File: config.mk
export PLATFORM = sky130hd
export DESIGN_NAME = uart_hex_reply_tx
export DESIGN_NICKNAME = d
export VERILOG_FILES = /design/src/rtl/uart_pkg.sv /design/src/rtl/hex_ascii_enc.sv /design/src/rtl/uart_hex_reply_tx.sv
export SDC_FILE = /design/constraint.sdc
export NUM_CORES = 1
export LEC_CHECK = 0
export BUFFER_PORTS_ARGS = -buffer_cell sky130_fd_sc_hd__buf_2
export CORE_ASPECT_RATIO = 0.6
export CORE_MARGIN = 2
export CORE_UTILIZATION = 48
export CTS_CLUSTER_SIZE = 12
export DETAILED_ROUTE_END_ITERATION = 8
export HOLD_SLACK_MARGIN = 0.05
export PLACE_DENSITY = 0.75
export SETUP_SLACK_MARGIN = 0.02
export SLEW_MARGIN = 40
export SYNTH_ARGS = -nofsm -noshare
export SYNTH_HDL_FRONTEND = slang
export SYNTH_SLANG_ARGS = --single-unit
File: constraint.sdc
create_clock -name clk -period 2 [get_ports clk]
set_input_delay 0 -clock clk [delete_from_list [all_inputs] [get_ports clk]]
set_output_delay 0 -clock clk [all_outputs]
set_load 0.02 [all_outputs]
File: src/rtl/uart_pkg.sv
// Shared ASCII constants and FSM state type for the UART hex reply path.
// No logic; zero latency; no flow control.
package uart_pkg;
    localparam logic [7:0] ASCII_CR = 8'h0D;
    localparam logic [7:0] ASCII_LF = 8'h0A;
    localparam logic [7:0] ASCII_0  = 8'h30;
    localparam logic [7:0] ASCII_A  = 8'h41;
    localparam logic [7:0] ASCII_a  = 8'h61;

    typedef enum logic [1:0] {
        IDLE  = 2'd0,
        START = 2'd1,
        WAIT  = 2'd2
    } state_t;
endpackage

File: src/rtl/hex_ascii_enc.sv
// Nibble to ASCII hex digit; purely combinational (0 cycles), no backpressure.
// Case of A-F selected by UPPERCASE.
module hex_ascii_enc
    import uart_pkg::*;
#(
    parameter bit UPPERCASE = 1'b1
) (
    input  logic [3:0] nibble,
    output logic [7:0] ascii
);
    localparam logic [7:0] ALPHA = UPPERCASE ? ASCII_A : ASCII_a;

    always_comb begin
        if (nibble <= 4'd9) begin
            ascii = ASCII_0 + {4'd0, nibble};
        end else begin
            ascii = ALPHA + {4'd0, nibble} - 8'd10;
        end
    end
endmodule

File: src/rtl/uart_hex_reply_tx.sv
// Sends each captured result to uart_tx as ASCII hex (+ optional CR LF); first tx_start 1 cycle after capture.
// Paced by tx_done_tick; result_ready low while a frame is in flight, pulses arriving then are counted and dropped.
module uart_hex_reply_tx
    import uart_pkg::*;
#(
    parameter int DATA_W    = 32,
    parameter int DBIT      = 8,
    parameter bit SEND_CRLF = 1'b1,
    parameter bit UPPERCASE = 1'b1
) (
    input  logic              clk,
    input  logic              reset,
    input  logic              result_valid,
    input  logic [DATA_W-1:0] result,
    output logic              result_ready,
    input  logic              tx_done_tick,
    output logic              tx_start,
    output logic [DBIT-1:0]   tx_din,
    output logic              busy,
    output logic [7:0]        drop_count
);
    localparam int NIBBLES = DATA_W / 4;
    localparam int LAST    = NIBBLES - 1 + (SEND_CRLF ? 2 : 0);
    localparam int IDX_W   = $clog2(NIBBLES + 2);

    state_t            state;
    logic [DATA_W-1:0] shreg;
    logic [IDX_W-1:0]  index;
    logic [IDX_W-1:0]  next_index;
    logic [3:0]        nibble;
    logic [7:0]        digit;
    logic [7:0]        next_char;

    // The character for the upcoming tx_start is prepared one cycle early so tx_din is registered:
    // from the live input at capture, otherwise from the digit just below the one being sent.
    always_comb begin
        next_index = (state == IDLE) ? '0 : index + 1'b1;
        nibble     = (state == IDLE) ? result[DATA_W-1 -: 4] : shreg[DATA_W-5 -: 4];
    end

    hex_ascii_enc #(.UPPERCASE(UPPERCASE)) u_enc (
        .nibble(nibble),
        .ascii (digit)
    );

    always_comb begin
        if (int'(next_index) < NIBBLES) begin
            next_char = digit;
        end else if (int'(next_index) == NIBBLES) begin
            next_char = ASCII_CR;
        end else begin
            next_char = ASCII_LF;
        end
    end

    always_ff @(posedge clk) begin
        if (reset) begin
            state        <= IDLE;
            index        <= '0;
            shreg        <= '0;
            tx_start     <= 1'b0;
            tx_din       <= '0;
            busy         <= 1'b0;
            result_ready <= 1'b1;
            drop_count   <= '0;
        end else begin
            tx_start <= 1'b0;
            if (result_valid && state != IDLE && drop_count != 8'hFF) begin
                drop_count <= drop_count + 8'd1;
            end
            case (state)
                IDLE: begin
                    if (result_valid) begin
                        shreg        <= result;
                        index        <= '0;
                        busy         <= 1'b1;
                        result_ready <= 1'b0;
                        tx_start     <= 1'b1;
                        tx_din       <= DBIT'(next_char);
                        state        <= START;
                    end
                end
                START: state <= WAIT;
                WAIT: begin
                    if (tx_done_tick) begin
                        if (index == IDX_W'(LAST)) begin
                            busy         <= 1'b0;
                            result_ready <= 1'b1;
                            state        <= IDLE;
                        end else begin
                            index    <= next_index;
                            shreg    <= shreg << 4;
                            tx_start <= 1'b1;
                            tx_din   <= DBIT'(next_char);
                            state    <= START;
                        end
                    end
                end
                default: state <= IDLE;
            endcase
        end
    end
endmodule

==> run metrics <==
outcome finished, final reports clean; setup TNS 0 ps; global-route wire length before repair ~9.5 mm; hold crit path type in -> reg; Ant. Diodes 0; CTS Buf Count 5; WP data required 2250 ps; sequential-to-total area share from yosys stat between 40% and 50%; syn nets roughly 350; unrepaired setup endpoints after global routing true; Post-DP Area roughly 2800 um^2; Cell Pwr Density between 700 and 800 nW/um^2; vias per inst 5.22; WL final a little over 6 mm; combinational family with the most area after synthesis simple AND/OR/NAND/NOR gates; register area roughly 1000 um^2; Reg2Reg Capture Point tx_din[5]; Bufs on Longest Clock Path 2; CP Data Arrival Time ~2200 ps; post-route ant nets 0; crit path max fanout 4; crit path time final between 1500 and 2000 ps; HP Start result_valid; Die Span Y ~59 um; Top delay family on crit path compound AO/OA/AOI/OAI gates; Hold EP drop_count[1]; Fin. Hold Viols 0; grt total ovfl 0; layout cells sized above 1 between 20% and 30%; Die Area 5710 um^2; DRT iter0 DRCs approximately 100; vias in the first global route 2,140; FF-to-FF Start state[1]; xor/xnor share of the synthesized area between 3 and 4%; CTS tree done; Critical Path Start state[1]; WL/cell 13.5 um; clock root cell clkbuf_8; R2R depth 8; Simple-Gate Fraction of Synth Area 25.2%; Post-Synth Adder-Cell Area under 10%; max-cap check violation count 0; Fin Clk Skew approximately 8.2 ps; Final nets roughly 430; Compound-Gate Fraction of Synth Area between 15 and 20%; crit path cell chain nor2_4, mux2i_4, ha_2, nor2_4, o32ai_4, a31oi_1, o31a_1, nor2_1; # setup viols final 0; fin. max-slew vios 0; synthesized area roughly 2400 um^2; WP buf/inv 0; Ys Warns 0; Worst path max stage delay 340 ps; Clk Latency, worst-skew pair around 310 ps; TritonCTS Sinks 52; Hold Path Depth 4; Hold WS 102 ps; Site Rows 20; mux cell area share after synthesis less than 1%; synthesized instance count slightly above 300; filler cell count in the final layout roughly 440; total number of vias about 2,400; R2R Setup Slk approximately 30 ps; critical path class reg -> reg; Buffers on Ports between 50 and 60; Max IR drop VDD 318 uV; worst-margin pin slew roughly 660 ps; fin area roughly 3300 um^2; Final Wtd Congestion about 0.9; pin count of the biggest net entering global routing 37; Yosys cell types between 40 and 50; initial core utilization between 40% and 50%; slowest stage cell, crit path dfxtp_2; CP most frequent cell nor2_4; # H-tree levels 2; initial antenna violation count 0; Rel. slew slack a little under three fifths; IO Count 55; Die W a little under 100 um; DP Wirelength between 3 and 4 mm; multi-input combinational cell area around 1300 um^2; Mean Syn Cell Area 8.05 um^2; fin util roughly two thirds; GRT Overall Usage between 20% and 30%; clock slew seen by the registers of the worst setup and hold paths about 90 ps; DRC 0; drt first pass iters 4; leak pwr ~1.3 nW; endpoint class of the critical path flip-flop; Fmax achieved 0.507 GHz; Yosys reg bits between 50 and 60; area grow syn2layout 33.6%; core footprint 4980 um^2; Startpoint Class flip-flop; period utilization ~99%
[worst max path at each step]
stage,cells after the start,slack (ps),endpoint
6_report,8,30,tx_din[5]
5_1_grt,8,-70,tx_din[4]
4_1_cts,7,30,tx_din[1]
3_5_place_dp,8,-140,tx_din[0]
3_3_place_gp,8,10,tx_din[0]
2_1_floorplan,8,40,tx_din[0]
[timing repair]
action,CTS,global route
endpoints found under the setup margin,5,29
setup buffers,1,5
cloned,0,1
endpoints found under the hold margin,29,0
hold buffers,29,0
resized for setup,3,16
pin swaps,0,5
[tightest hold or removal path: cells and delay by family]
family	cells	cell delay, ps
and+or+nand+nor	1	60
AOI/OAI and AO/OA	2	190
buffers and inverters	1	110
[cell families (layout without fill, tap and decap cells)]
family / Yosys count / count (layout)
mux: 2 / 2
flops: 52 / 52
buf+inv: 29 / 114
compound gates: 60 / 60
other cells: 1 / 1
fa+ha+maj: 5 / 5
xor+xnor: 9 / 9
simple gates: 146 / 146
[layout by cell type (no fill, tap or decap), drive strengths merged, types with 3 or more instances in the layout]
cell type	instances
inv	6
dlygate4sd3	29
nand3	12
nand2b	3
nor2	48
clkbuf	6
a21oi	16
ha	5
xnor2	7
o21a	4
nor3	11
buf	71
a311oi	25
dfxtp	52
o21ai	3
nand2	63
[stage by stage]
step           cells  total power [mW]  setup WS (ps)
2_1_floorplan    304              1.51           36.4
3_3_place_gp     411              1.63           9.74
3_5_place_dp     411              1.64           -139
4_1_cts          449              2.32           25.8
5_1_grt          455              2.49          -65.2
6_report         455              2.37           29.5
[Yosys cell counts, drive strengths merged]
master | number | area, um^2
inv | 6 | 22.5
clkbuf | 12 | 45.0
nand2b | 3 | 18.8
xnor2 | 7 | 61.3
nor2 | 48 | 183
nor3b | 2 | 15.0
mux2i | 2 | 20.0
o21a | 4 | 30.0
ha | 5 | 62.6
o32ai | 1 | 27.5
nand3 | 12 | 60.1
nand4b | 1 | 8.76
a221o | 1 | 10.0
nand3b | 1 | 7.51
or2 | 1 | 6.26
and2 | 1 | 6.26
o31a | 2 | 17.5
dfxtp | 52 | 1040
nand2 | 63 | 236
o311ai | 2 | 17.5
a311oi | 25 | 219
or3 | 1 | 6.26
nor3 | 11 | 55.1
o31ai | 1 | 7.51
o21ai | 3 | 15.0
o221a | 1 | 11.3
o221ai | 1 | 8.76
a31oi | 1 | 6.26
o21ba | 1 | 10.0
xor2 | 2 | 17.5
conb | 1 | 3.75
a221oi | 1 | 26.3
buf | 11 | 70.1
and3b | 1 | 8.76
nand4 | 1 | 6.26
a21oi | 16 | 80.1
[final cells by class]
class | count | share of cell area, %
Multi-Input combinational cell | 223 | 40.5
Inverter | 6 | 0.689
Tap cell | 66 | 2.52
Clock buffer | 6 | 2.52
Clock inverter | 2 | 0.459
Timing Repair Buffer | 100 | 21.3
Sequential cell | 52 | 31.9
[power by group]
group	leakage [nW]	internal, mW	switching, mW	total, mW
Clock	0.0434	0.281	0.361	0.642
Combinational	0.862	0.259	0.301	0.561
Sequential	0.429	1.12	0.0502	1.17
[state kept, by name, summed over array words and instances, names as in the netlist]
signal,flops
busy,1
drop_count,8
index,4
result_ready,1
shreg,28
state,2
tx_din,7
tx_start,1
[metal layers]
metal / vias to the layer above / global-route usage, % / part of all wire (%)
li1: 1219 / - / -
met1: 1104 / 30.3 / 52
met2: 48 / 34.2 / 43
met3: 6 / 4.58 / 3.8
met4: 0 / 5.92 / 0.83
met5: - / 0 / 0
Power figures use the tool's default switching activity.
